[config.mk]
export PLATFORM = sky130hd
export DESIGN_NAME = remote_comm_flat
export DESIGN_NICKNAME = d
export VERILOG_FILES = /design/src/rtl/remote_comm_if.sv /design/src/rtl/remote_comm.sv /design/src/flat_wrapper.sv
export SDC_FILE = /design/constraint.sdc
export NUM_CORES = 1
export LEC_CHECK = 0
export ABC_AREA = 1
export BUFFER_PORTS_ARGS = -buffer_cell sky130_fd_sc_hd__buf_2
export CAP_MARGIN = 15
export CORE_AREA = 2 2 101 103
export CTS_CLUSTER_SIZE = 20
export DETAILED_ROUTE_END_ITERATION = 16
export DIE_AREA = 0 0 103 105
export GPL_ROUTABILITY_DRIVEN = 0
export PLACE_DENSITY = 0.63
export SYNTH_ARGS = -nofsm -noshare
export SYNTH_HDL_FRONTEND = slang
export SYNTH_SLANG_ARGS = --single-unit
[constraint.sdc]
create_clock -name clk -period 2.56 [get_ports clk]
set_input_delay 0.512 -clock clk [delete_from_list [all_inputs] [get_ports clk]]
set_output_delay 0.512 -clock clk [all_outputs]
set_load 0.01 [all_outputs]
[src/rtl/remote_comm_if.sv]
// remote_comm_if: command/response handshake between the test sequencer and remote_comm.
interface remote_comm_if;
   logic [15:0] cmd;
   logic        send_cmd;
   logic        cmd_sent;
   logic        resp_rdy;
   logic [7:0]  resp;
   modport master (output cmd, send_cmd, input cmd_sent, resp_rdy, resp);
   modport slave (input cmd, send_cmd, output cmd_sent, resp_rdy, resp);
endinterface

[src/rtl/remote_comm.sv]
// remote_comm: UART 8N1 host link, 16-bit command out as two frames, 8-bit response in.
// Define REMOTE_COMM_RX_SYNC_EN for a two-flop RX synchronizer (default: single flop).
module remote_comm #(
   parameter int BAUD_DIV = 2604
) (
   input  logic         clk,
   input  logic         rst,
   input  logic         RX,
   output logic         TX,
   remote_comm_if.slave bus
);
   localparam int CW = $clog2(BAUD_DIV + 1);
   typedef enum logic [1:0] {TX_IDLE, TX_HIGH, TX_LOW} tx_state_e;
   typedef enum logic {RX_IDLE, RX_RECV} rx_state_e;
   tx_state_e     tx_state_q, tx_state_d;
   logic [15:0]   cmd_q, cmd_d;
   logic [CW-1:0] tx_cnt_q, tx_cnt_d;
   logic [3:0]    tx_bit_q, tx_bit_d;
   logic          tx_q, tx_d, cmd_sent_q, cmd_sent_d;
   logic          accept, tick, last;
   logic [7:0]    tx_byte;
   rx_state_e     rx_state_q, rx_state_d;
   logic [CW-1:0] rx_cnt_q, rx_cnt_d;
   logic [3:0]    rx_bit_q, rx_bit_d;
   logic [7:0]    rx_data_q, rx_data_d, resp_q, resp_d;
   logic          resp_rdy_q, resp_rdy_d, rx_prev_q, rx_s;
   logic          start_det, sample, set_rdy;
`ifdef REMOTE_COMM_RX_SYNC_EN
   logic [1:0] rx_sync_q;
   always_ff @(posedge clk or posedge rst)
      if (rst) rx_sync_q <= 2'b11;
      else rx_sync_q <= {rx_sync_q[0], RX};
   assign rx_s = rx_sync_q[1];
`else
   logic rx_sync_q;
   always_ff @(posedge clk or posedge rst)
      if (rst) rx_sync_q <= 1'b1;
      else rx_sync_q <= RX;
   assign rx_s = rx_sync_q;
`endif
   always_comb begin
      accept = tx_state_q == TX_IDLE && bus.send_cmd;
      tick = tx_cnt_q == CW'(BAUD_DIV - 1);
      last = tx_bit_q == 4'd9;
      tx_byte = tx_state_q == TX_HIGH ? cmd_q[15:8] : cmd_q[7:0];
      tx_state_d = tx_state_q;
      cmd_d = accept ? bus.cmd : cmd_q;
      tx_cnt_d = tx_cnt_q + 1'b1;
      tx_bit_d = tx_bit_q;
      cmd_sent_d = accept ? 1'b0 : cmd_sent_q;
      tx_d = tx_state_q == TX_IDLE || last ? 1'b1 : tx_bit_q == 4'd0 ? 1'b0 : tx_byte[3'(tx_bit_q - 4'd1)];
      case (tx_state_q)
         TX_IDLE: begin
            tx_cnt_d = '0;
            tx_bit_d = '0;
            if (accept) tx_state_d = TX_HIGH;
         end
         TX_HIGH: if (tick) begin
            tx_cnt_d = '0;
            tx_bit_d = last ? 4'd0 : tx_bit_q + 4'd1;
            if (last) tx_state_d = TX_LOW;
         end
         // low stop bit is counted one clock longer so IDLE returns on the cmd_sent edge
         default: if (last && tx_cnt_q == CW'(BAUD_DIV)) begin
            tx_state_d = TX_IDLE;
            tx_cnt_d = '0;
            tx_bit_d = '0;
            cmd_sent_d = 1'b1;
         end else if (tick && !last) begin
            tx_cnt_d = '0;
            tx_bit_d = tx_bit_q + 4'd1;
         end
      endcase
   end
   always_comb begin
      start_det = rx_state_q == RX_IDLE && rx_prev_q && !rx_s;
      sample = rx_state_q == RX_RECV &&
               rx_cnt_q == (rx_bit_q == 4'd0 ? CW'(BAUD_DIV / 2 - 1) : CW'(BAUD_DIV - 1));
      set_rdy = sample && rx_bit_q == 4'd9 && rx_s;
      rx_state_d = start_det ? RX_RECV : sample && rx_bit_q == 4'd9 ? RX_IDLE : rx_state_q;
      rx_cnt_d = rx_state_q == RX_IDLE || sample ? '0 : rx_cnt_q + 1'b1;
      rx_bit_d = rx_state_q == RX_IDLE || (sample && rx_bit_q == 4'd9) ? 4'd0 :
                 sample ? rx_bit_q + 4'd1 : rx_bit_q;
      rx_data_d = sample && rx_bit_q != 4'd0 && rx_bit_q != 4'd9 ? {rx_s, rx_data_q[7:1]} : rx_data_q;
      resp_d = set_rdy ? rx_data_q : resp_q;
      resp_rdy_d = set_rdy ? 1'b1 : start_det || accept ? 1'b0 : resp_rdy_q;
   end
   always_ff @(posedge clk or posedge rst)
      if (rst) begin
         tx_state_q <= TX_IDLE;
         cmd_q      <= '0;
         tx_cnt_q   <= '0;
         tx_bit_q   <= '0;
         tx_q       <= 1'b1;
         cmd_sent_q <= 1'b0;
         rx_state_q <= RX_IDLE;
         rx_cnt_q   <= '0;
         rx_bit_q   <= '0;
         rx_data_q  <= '0;
         resp_q     <= '0;
         resp_rdy_q <= 1'b0;
         rx_prev_q  <= 1'b1;
      end else begin
         tx_state_q <= tx_state_d;
         cmd_q      <= cmd_d;
         tx_cnt_q   <= tx_cnt_d;
         tx_bit_q   <= tx_bit_d;
         tx_q       <= tx_d;
         cmd_sent_q <= cmd_sent_d;
         rx_state_q <= rx_state_d;
         rx_cnt_q   <= rx_cnt_d;
         rx_bit_q   <= rx_bit_d;
         rx_data_q  <= rx_data_d;
         resp_q     <= resp_d;
         resp_rdy_q <= resp_rdy_d;
         rx_prev_q  <= rx_s;
      end
   assign TX = tx_q;
   assign bus.cmd_sent = cmd_sent_q;
   assign bus.resp_rdy = resp_rdy_q;
   assign bus.resp = resp_q;
endmodule

[src/flat_wrapper.sv]
// flat-port wrapper written by rule: the top's interface ports become plain ports
module remote_comm_flat 
#(
   parameter int BAUD_DIV = 2604
)
  (clk, rst, RX, TX, bus_cmd, bus_send_cmd, bus_cmd_sent, bus_resp_rdy, bus_resp);
  remote_comm_if bus_i ();
  input  logic clk;
  input  logic rst;
  input  logic RX;
  output logic TX;
  input wire logic [$bits(bus_i.cmd)-1:0] bus_cmd;
  input wire logic [$bits(bus_i.send_cmd)-1:0] bus_send_cmd;
  output wire logic [$bits(bus_i.cmd_sent)-1:0] bus_cmd_sent;
  output wire logic [$bits(bus_i.resp_rdy)-1:0] bus_resp_rdy;
  output wire logic [$bits(bus_i.resp)-1:0] bus_resp;
  assign bus_i.cmd = bus_cmd;
  assign bus_i.send_cmd = bus_send_cmd;
  assign bus_cmd_sent = bus_i.cmd_sent;
  assign bus_resp_rdy = bus_i.resp_rdy;
  assign bus_resp = bus_i.resp;
  remote_comm #(.BAUD_DIV(BAUD_DIV)) u_core (.clk(clk), .rst(rst), .RX(RX), .TX(TX), .bus(bus_i));
endmodule
Word-level counts from Yosys, hierarchy flattened
Cells that the tools add are included.
{"block": "totals", "reg_bits": 72, "inputBits": 20, "out_inout_bits": 11, "elab_cells": 89}
{"block": "op_classes", "addsub": 5, "magnitude_cmp": 1, "n_eq_ne": 10, "n_mux": 30, "n_bitwise": 1, "n_reduce_logical": 28}
{"cell": "12-bit two-way mux", "n": 5}
{"cell": "12-bit by 1-bit adder with 12-bit output (second input constant)", "n": 2}
{"cell": "12-bit == test (second input constant)", "n": 2}
{"cell": "4-bit two-way mux", "n": 6}
{"cell": "12-bit case mux with 2 select lines", "n": 1}
{"cell": "12-bit == test", "n": 1}
{"cell": "1-bit logical AND", "n": 10}
{"cell": "1-bit two-way mux", "n": 10}
{"cell": "4-bit by 1-bit adder with 4-bit output (second input constant)", "n": 2}
{"cell": "4-bit == test (second input constant)", "n": 2}
{"cell": "4-bit zero test", "n": 2}
{"cell": "2-bit two-way mux", "n": 4}
{"cell": "8-bit two-way mux", "n": 1}
{"cell": "4-bit case mux with 2 select lines", "n": 1}
{"cell": "4-bit nonzero test", "n": 2}
{"cell": "2-bit by 1-bit inequality test with 1-bit output (second input constant)", "n": 3}
{"cell": "2-bit nonzero test", "n": 3}
{"cell": "1-bit logical OR", "n": 4}
{"cell": "3-bit by 4-bit less-than comparator with 1-bit output (second input constant)", "n": 1}
{"cell": "4-bit inequality test (second input constant)", "n": 1}
{"cell": "2-bit case mux with 2 select lines", "n": 1}
{"cell": "4-bit AND reduction", "n": 1}
{"cell": "1-bit binary-select mux with 3-bit select", "n": 1}
{"cell": "3-bit nonzero test", "n": 1}
{"cell": "7 further kinds", "n": 8}

Longest topological paths before layout
Gate-level depths: netlist of the first run.
{"block": "depth", "word_depth": 7, "depth_mapped": 11, "depth_no_buf": 11}

Worst setup path before layout of the first run
No wires, ideal clock.
{"block": "synth_path", "path_kind": "register to register", "start": "register u_core.rx_bit_q[0]", "end": "register u_core.resp_q[1], in the netlist u_core.bus.resp[1]", "setup_time_ns": 0.117, "t_arrival_ns": 1.464, "t_required_ns": 2.443, "setup_slack_ns": 0.979, "path_stages_with_launch": 11, "path_buffers": 1, "synth_period_minus_slack_ns": 1.581, "cell_sequence": "dfrtp_1 > inv_1 > ha_1 > nand3_1 > buf_4 > nand2_1 > nand3_2 > nor2_8 > nand4_4 > nand2_1 > nand2_1"}
{"block": "synth_via", "elab_chain_len": 6, "elab_cells_between_ends": 7, "cone_classes": "eq/ne (2); mux (1); reduce/logical (4)"}
{"element": "start: declaration", "line": "remote_comm.sv:24", "source": "logic [3:0] rx_bit_q, rx_bit_d;"}
{"element": "start signal: assignment", "line": "remote_comm.sv:112", "source": "rx_bit_q <= rx_bit_d;"}
{"element": "4-bit zero test", "line": "remote_comm.sv:78", "source": "rx_cnt_q == (rx_bit_q == 4'd0 ? CW'(BAUD_DIV / 2 - 1) : CW'(BAUD_DIV - 1));"}
{"element": "12-bit two-way mux", "line": "remote_comm.sv:78"}
{"element": "12-bit == test", "line": "remote_comm.sv:78"}
{"element": "1-bit logical AND", "line": "remote_comm.sv:77", "source": "sample = rx_state_q == RX_RECV &&"}
{"element": "1-bit logical AND * (2 in series)", "line": "remote_comm.sv:79", "source": "set_rdy = sample && rx_bit_q == 4'd9 && rx_s;"}
{"element": "end signal: assignment", "line": "remote_comm.sv:114", "source": "resp_q <= resp_d;"}
{"element": "end: declaration", "line": "remote_comm.sv:25", "source": "logic [7:0] rx_data_q, rx_data_d, resp_q, resp_d;"}
Every way passes the cells marked *; elsewhere a longest branch is shown, timed or not.
A chain may end at the register's enable or synchronous reset.

Worst setup path after layout of the first run
{"block": "layout_path", "start": "register u_core.rx_bit_q[0]", "end": "register u_core.resp_q[0], in the netlist u_core.bus.resp[0]"}
Same word-level chain as after synthesis.

==> results of run 1 <==
[flip-flops by register name (all words and copies together) (netlist names), 2 cells and up]
register	flops
u_core.tx_bit_q	4
u_core.rx_cnt_q	12
u_core.cmd_q	16
u_core.rx_bit_q	4
u_core.bus.resp	8
u_core.tx_state_q	2
u_core.rx_data_q	8
u_core.tx_cnt_q	12
[worst register-to-register path, delay by kind of cell, from the launching register on]
| kind | cells | cell delay [ns] |
|---|---|---|
| adders and majority gates | 1 | 0.21 |
| buffers and inverters | 2 | 0.17 |
| DFF | 1 | 0.42 |
| and+or+nand+nor | 7 | 1.12 |
[path summary, 6_finish.rpt]
kind,cells after the start,end,startpoint
max in group asynchronous,3,u_core.rx_prev_q,rst
setup reg to reg,10,u_core.bus.resp[0],u_core.rx_bit_q[0]
min in group clk,1,u_core.rx_s,RX
hold reg to reg,2,u_core.cmd_q[8],u_core.cmd_q[8]
setup / recovery,10,u_core.bus.resp[0],u_core.rx_bit_q[0]
hold / removal,2,u_core.rx_cnt_q[11],rst
[area by class of cell]
cell class	instances	area share
Inverter	59	0.05207
Timing Repair Buffer	32	0.04178
Sequential cell	72	0.4245
Multi-Input combinational cell	312	0.3907
Clock inverter	6	0.02177
Clock buffer	10	0.03001
Tap cell	133	0.03913
[routing by layer]
metal,share of wire,vias up,wire length (um)
met4,0.015,0,105
met3,0.031,13,218
met5,0,-,0
li1,-,1504,-
met1,0.48,1419,3387
met2,0.48,35,3396
[cells by family after synthesis]
logic type / after synthesis
and+or+nand+nor: 256
DFF: 72
buffers and inverters: 69
AOI/OAI and AO/OA: 37
xor gates and xnor gates: 10
adders and majority gates: 9
[through the flow]
| step | util | setup WS (ns) | instance area (sq um) | hold WS, ns |
|---|---|---|---|---|
| finish | 0.4412 | 0.5265 | 4253 | 0.2524 |
| floorplan | - | 0.2280 | 3764 | 0.3767 |
| detailed placement | 0.4184 | 0.5342 | 4033 | 0.4611 |
| global route | 0.4412 | 0.3379 | 4253 | 0.2366 |
| global placement | 0.4184 | 0.6631 | 4033 | 0.4546 |
| CTS | 0.4412 | 0.5148 | 4253 | 0.2365 |
[synthesized netlist by cell type (2+ instances only)]
master,number,share of area
o21ai_1,2,0.0027
inv_1,54,0.054
nand3_2,2,0.0053
clkinv_1,2,0.0020
nand2_1,128,0.13
nand2_4,3,0.0090
xor2_1,7,0.016
nor3_1,6,0.0080
nor3_2,4,0.011
o211ai_1,4,0.0080
nand3_1,50,0.066
ha_1,9,0.030
dfrtp_1,69,0.46
dfstp_2,3,0.021
nand2_2,6,0.010
nor2_1,34,0.034
buf_4,3,0.0060
nor2_2,5,0.0083
xnor2_1,3,0.0070
nor2_8,2,0.011
inv_2,3,0.0030
buf_2,3,0.0040
a21oi_1,9,0.012
buf_6,3,0.0090
o21ai_0,20,0.027
nor3b_2,3,0.010
nor2_4,2,0.0060
nand4_4,2,0.011
nand4_1,7,0.012
[where the power goes]
group,internal (uW),total (uW),switching [uW]
sequential,1200,1280,75.9
combinational,90.1,225,135
clock,554,997,443
==> results.sh, run 1 <==
export IMPL_critPathTopFamily="simple AND/OR/NAND/NOR gates"
export IMPL_status="completed"
export IMPL_crit_slowest_cell="dfrtp_1"
export IMPL_report_final_slew_viol_count=0
export IMPL_portBuffers=30
export IMPL_power_per_cell_area_nw_per_um2=587.6
export IMPL_syn_num_nets=482
export IMPL_drtIter0Drc=149
export IMPL_numCtsBuffers=9
export IMPL_core_area_sq_um=9639
export IMPL_netlist_instances=453
export IMPL_seq_area_frac_synth=0.4797
export IMPL_met2_usage=0.2430
export IMPL_cts_path_max_buffers=2
export IMPL_max_vdd_ir_drop_mv=0.4220
export IMPL_dieWidth_um=103
export IMPL_rsz0062_at_grt="false"
export IMPL_synth_compound_area_frac=0.05286
export IMPL_arrival_ns=2.27
export IMPL_multi_input_area_sq_um=1662
export IMPL_rows=36
export IMPL_worstPathRequired_ns=2.80
export IMPL_setup_viol=0
export IMPL_firstDrtPassIters=5
export IMPL_cap_violations=0
export IMPL_fmax_mhz=491.8
export IMPL_diodes=0
export IMPL_clk_latency_ns=0.35
export IMPL_hold_path_class="in -> async"
export IMPL_r2r_setup_slack_ns=0.53
export IMPL_mostFrequentLayoutCells="nand2_1 (128), dfrtp_1 (69), inv_1 (53)"
export IMPL_syn_cell_area_sq_um=3764
export IMPL_grtUsageTotal=0.1485
export IMPL_leakage_uw=0.002146
export IMPL_grtUsageMet3=0.04214
export IMPL_synthAdderAreaFrac=0.02992
export IMPL_num_vias=2971
export IMPL_gr_total_overflow=0
export IMPL_cts_hold_buf=0
export IMPL_max_slew_margin=0.5528
export IMPL_synthFlopType="dfrtp_1"
export IMPL_cts_setup_buffers=0
export IMPL_drive_gt1_frac=0.1711
export IMPL_total_power_uw=2499
export IMPL_drt_total_wl_mm=7.107
export IMPL_yosys_warnings=0
export IMPL_grt_util_met1=0.1875
export IMPL_fillers=1002
export IMPL_wl_per_cell_um=11.39
export IMPL_grt_busiest_layer="met2"
export IMPL_setup_worst_path_class="reg -> reg"
export IMPL_tightest_slew_ns=0.6698
export IMPL_worstSetupEndpointType="flop"
export IMPL_ys_types=34
export IMPL_fin_skew_ns=0.01152
export IMPL_nets=515
export IMPL_critPathMaxFanout=11
export IMPL_die_height_um=105
export IMPL_timing_final_crit_share=0.7944
export IMPL_path_clk_slew_ns=0.08
export IMPL_hold_viol_final=0
export IMPL_synthArstFlopShare=1.000
export IMPL_synth_seq_cells=72
export IMPL_syn2layout_area_growth_pct=13.00
export IMPL_cp_common_cell="nand2_1"
export IMPL_path_buf_inv=2
export IMPL_path_cells="inv_1 > ha_1 > nand3_1 > nand2_1 > nand2_2 > inv_2 > nor2_8 > nand4_4 > nand2_1 > nand2_1"
export IMPL_dieArea_sq_um=10820
export IMPL_finalCriticalPeriod_ns=2.034
export IMPL_drc_errors=0
export IMPL_cts_sinks=72
export IMPL_cts_resized=0
export IMPL_place_hpwl_mm=5.096
export IMPL_vias_per_cell=4.761
export IMPL_grt_antenna_before_repair=0
export IMPL_synth_edf_count=0
export IMPL_cts_root_buf="clkbuf_8"
export IMPL_first_global_vias=3008
export IMPL_dp_cells=608
export IMPL_cpPeakStageDelay_ns=0.42
export IMPL_io_pin_count=31
export IMPL_final_common_cell="nand2_1"
export IMPL_layout_area_seq_sq_um=1805
export IMPL_synth_simple_gate_area_frac=0.3354
export IMPL_cts_tree="built"
export IMPL_start_kind="flop"
export IMPL_synth_top_family_by_area="simple AND/OR/NAND/NOR gates"
export IMPL_synth_area_per_cell_sq_um=8.308
export IMPL_grt_pass1_wl_mm=12.98
export IMPL_final_setup_tns_ns=0
export IMPL_start_util=0.3904
export IMPL_synthMuxAreaShare=0
export IMPL_h_tree_depth=3
export IMPL_grt_max_degree=44
export IMPL_synth_xor_area_frac=0.02327
export IMPL_drtAntennaViolNets=0
export IMPL_finalNonFillerCells=624
Power figures use the tool's default switching activity.
==> inputs of run 2 (changes only) <==
==> constraint.sdc (replaced) <==
create_clock -name clk -period 1.9 [get_ports clk]
set_input_delay 0.38 -clock clk [delete_from_list [all_inputs] [get_ports clk]]
set_output_delay 0.38 -clock clk [all_outputs]
set_load 0.01 [all_outputs]
==> results.sh, run 2 (synthesized netlist as in run 1, its figures left out) <==
export IMPL_max_slew_margin=0.6044
export IMPL_seqPwrFrac=0.527
export IMPL_firstDrtPassIters=4
export IMPL_leakage_uw=0.002179
export IMPL_grt_antenna_before_repair=0
export IMPL_final_setup_tns_ns=0
export IMPL_worstSetupEndpointType="flop"
export IMPL_setup_worst_path_class="reg -> reg"
export IMPL_diodes=0
export IMPL_p_comb_frac=0.100
export IMPL_r2r_setup_slack_ns=0.17
export IMPL_drive_gt1_frac=0.2044
export IMPL_layout_area_seq_sq_um=1805
export IMPL_drtIter0Drc=155
export IMPL_h_tree_depth=3
export IMPL_die_height_um=105
export IMPL_arrival_ns=1.97
export IMPL_largest_reg_flops=16
export IMPL_start_util=0.3904
export IMPL_drc_errors=0
export IMPL_fin_skew_ns=0.01040
export IMPL_timing_hold_ws_ns=0.09881
export IMPL_syn2layout_area_growth_pct=15.06
export IMPL_vias_per_cell=4.764
export IMPL_portBuffers=30
export IMPL_cts_hold_buf=0
export IMPL_clkPwrFrac=0.373
export IMPL_path_clk_slew_ns=0.08
export IMPL_reg_top3="u_core.cmd_q x16, u_core.rx_cnt_q x12, u_core.tx_cnt_q x12"
export IMPL_multi_input_area_sq_um=1699
export IMPL_cp_common_cell="nand2_1"
export IMPL_fmax_mhz=577.9
export IMPL_timing_final_crit_share=0.9108
export IMPL_cap_violations=0
export IMPL_regMostFlops="u_core.cmd_q"
export IMPL_r2r_start="u_core.rx_bit_q[1]"
export IMPL_path_cells="inv_2 > ha_2 > nand2_1 > nor2_4 > nand2_1 > nand2_2 > inv_2 > nor2_8 > nand4_4 > nand2_1 > nand2_1"
export IMPL_num_vias=3011
export IMPL_cpPeakStageDelay_ns=0.43
export IMPL_io_pin_count=31
export IMPL_rsz0062_at_grt="false"
export IMPL_critPathMaxFanout=8
export IMPL_p_int_uw=2393
export IMPL_crit_start="u_core.rx_bit_q[1]"
export IMPL_swShare=0.2691
export IMPL_grt_max_degree=28
export IMPL_grtUsageTotal=0.1472
export IMPL_crit_slowest_cell="dfrtp_1"
export IMPL_fillers=997
export IMPL_dieWidth_um=103
export IMPL_cts_tree="built"
export IMPL_status="completed"
export IMPL_hold_path_class="in -> async"
export IMPL_r2r_cells=11
export IMPL_report_final_slew_viol_count=0
export IMPL_start_kind="flop"
export IMPL_cts_root_buf="clkbuf_8"
export IMPL_final_area_sq_um=4330
export IMPL_finalNonFillerCells=632
export IMPL_place_hpwl_mm=5.207
export IMPL_cts_path_max_buffers=2
export IMPL_rows=36
export IMPL_dieArea_sq_um=10820
export IMPL_tightest_slew_ns=0.5921
export IMPL_drt_total_wl_mm=7.282
export IMPL_drtAntennaViolNets=0
export IMPL_setup_viol=0
export IMPL_clk_latency_ns=0.34
export IMPL_dp_cells=612
export IMPL_finalCriticalPeriod_ns=1.730
export IMPL_max_vdd_ir_drop_mv=0.3341
export IMPL_place_area_sq_um=4066
export IMPL_hold_viol_final=0
export IMPL_gr_total_overflow=0
export IMPL_nets=523
export IMPL_core_area_sq_um=9639
export IMPL_first_global_vias=2963
export IMPL_numCtsBuffers=9
export IMPL_power_per_cell_area_nw_per_um2=756.1
export IMPL_grt_pass1_wl_mm=12.92
export IMPL_worstPathRequired_ns=2.14
export IMPL_mostFrequentLayoutCells="nand2_1 (121), dfrtp_1 (69), inv_1 (52)"
export IMPL_final_common_cell="nand2_1"
export IMPL_cts_sinks=72
export IMPL_wl_per_cell_um=11.52
export IMPL_reg2reg_to="u_core.rx_data_q[2]"
export IMPL_p_switching_uw=881.0
run 2: cell types whose count changed in the layout (fill, tap and decap cells not counted), moves of 2 or more:
cell	delta
nand2_1	-7
buf_4	+7
nand2_2	+7
clkinvlp_4	+2
run 2: worst max-delay path by stage:
stage | slack (ns) | depth (start not counted) | end
floorplan | 0.32 | 10 | u_core.bus.resp[1]
global placement | 0.22 | 11 | u_core.bus.resp[3]
detailed placement | 0.14 | 11 | u_core.bus.resp[7]
CTS | 0.12 | 11 | u_core.bus.resp[7]
global route | 0.02 | 11 | u_core.rx_data_q[2]
finish | 0.17 | 11 | u_core.rx_data_q[2]
run 2: routing by layer:
layer  routed length (um)  up-vias  GRT usage
met5                    0        -          0
met4                   55        0    0.03853
met3                  255        7    0.04013
met2                 3636       51     0.2454
met1                 3334     1429     0.1866
li1                     -     1524          -
run 2: timing repair:
item                                    4_1_cts  5_1_grt
gates resized for setup                       0       10
buffers inserted                              0        3
endpoints found under the setup margin        0       16
run 2: critical path: cells and delay by family (launching register included):
| kind | cells | cell delay (ns) |
|---|---|---|
| adder cells (fa/ha/maj) | 1 | 0.17 |
| buffers and inverters | 2 | 0.15 |
| flip-flops | 1 | 0.43 |
| AND/OR/NAND/NOR | 8 | 0.89 |
run 2: stage by stage:
stage | setup WS [ns] | util | total power, uW
2_1_floorplan | 0.3188 | - | 1971
3_3_place_gp | 0.2159 | 0.4219 | 2050
3_5_place_dp | 0.1403 | 0.4219 | 2061
4_1_cts | 0.1189 | 0.4430 | 3316
5_1_grt | 0.02129 | 0.4492 | 3460
6_report | 0.1695 | 0.4492 | 3274
run 2: cell type report:
type | instances | area share
Clock buffer | 10 | 0.03178
Inverter | 59 | 0.05201
Clock inverter | 6 | 0.01531
Tap cell | 133 | 0.03843
Multi-Input combinational cell | 313 | 0.3924
Sequential cell | 72 | 0.4169
Timing Repair Buffer | 39 | 0.05316
run 2: power groups by stage:
stage / combinational (uW) / clock, uW / sequential, uW
after global routing: 380 / 1340 / 1740
after CTS: 325 / 1270 / 1720
after floorplan: 261 / 0 / 1710
after global placement: 303 / 0 / 1750
after detailed placement: 315 / 0 / 1750
final: 328 / 1220 / 1720
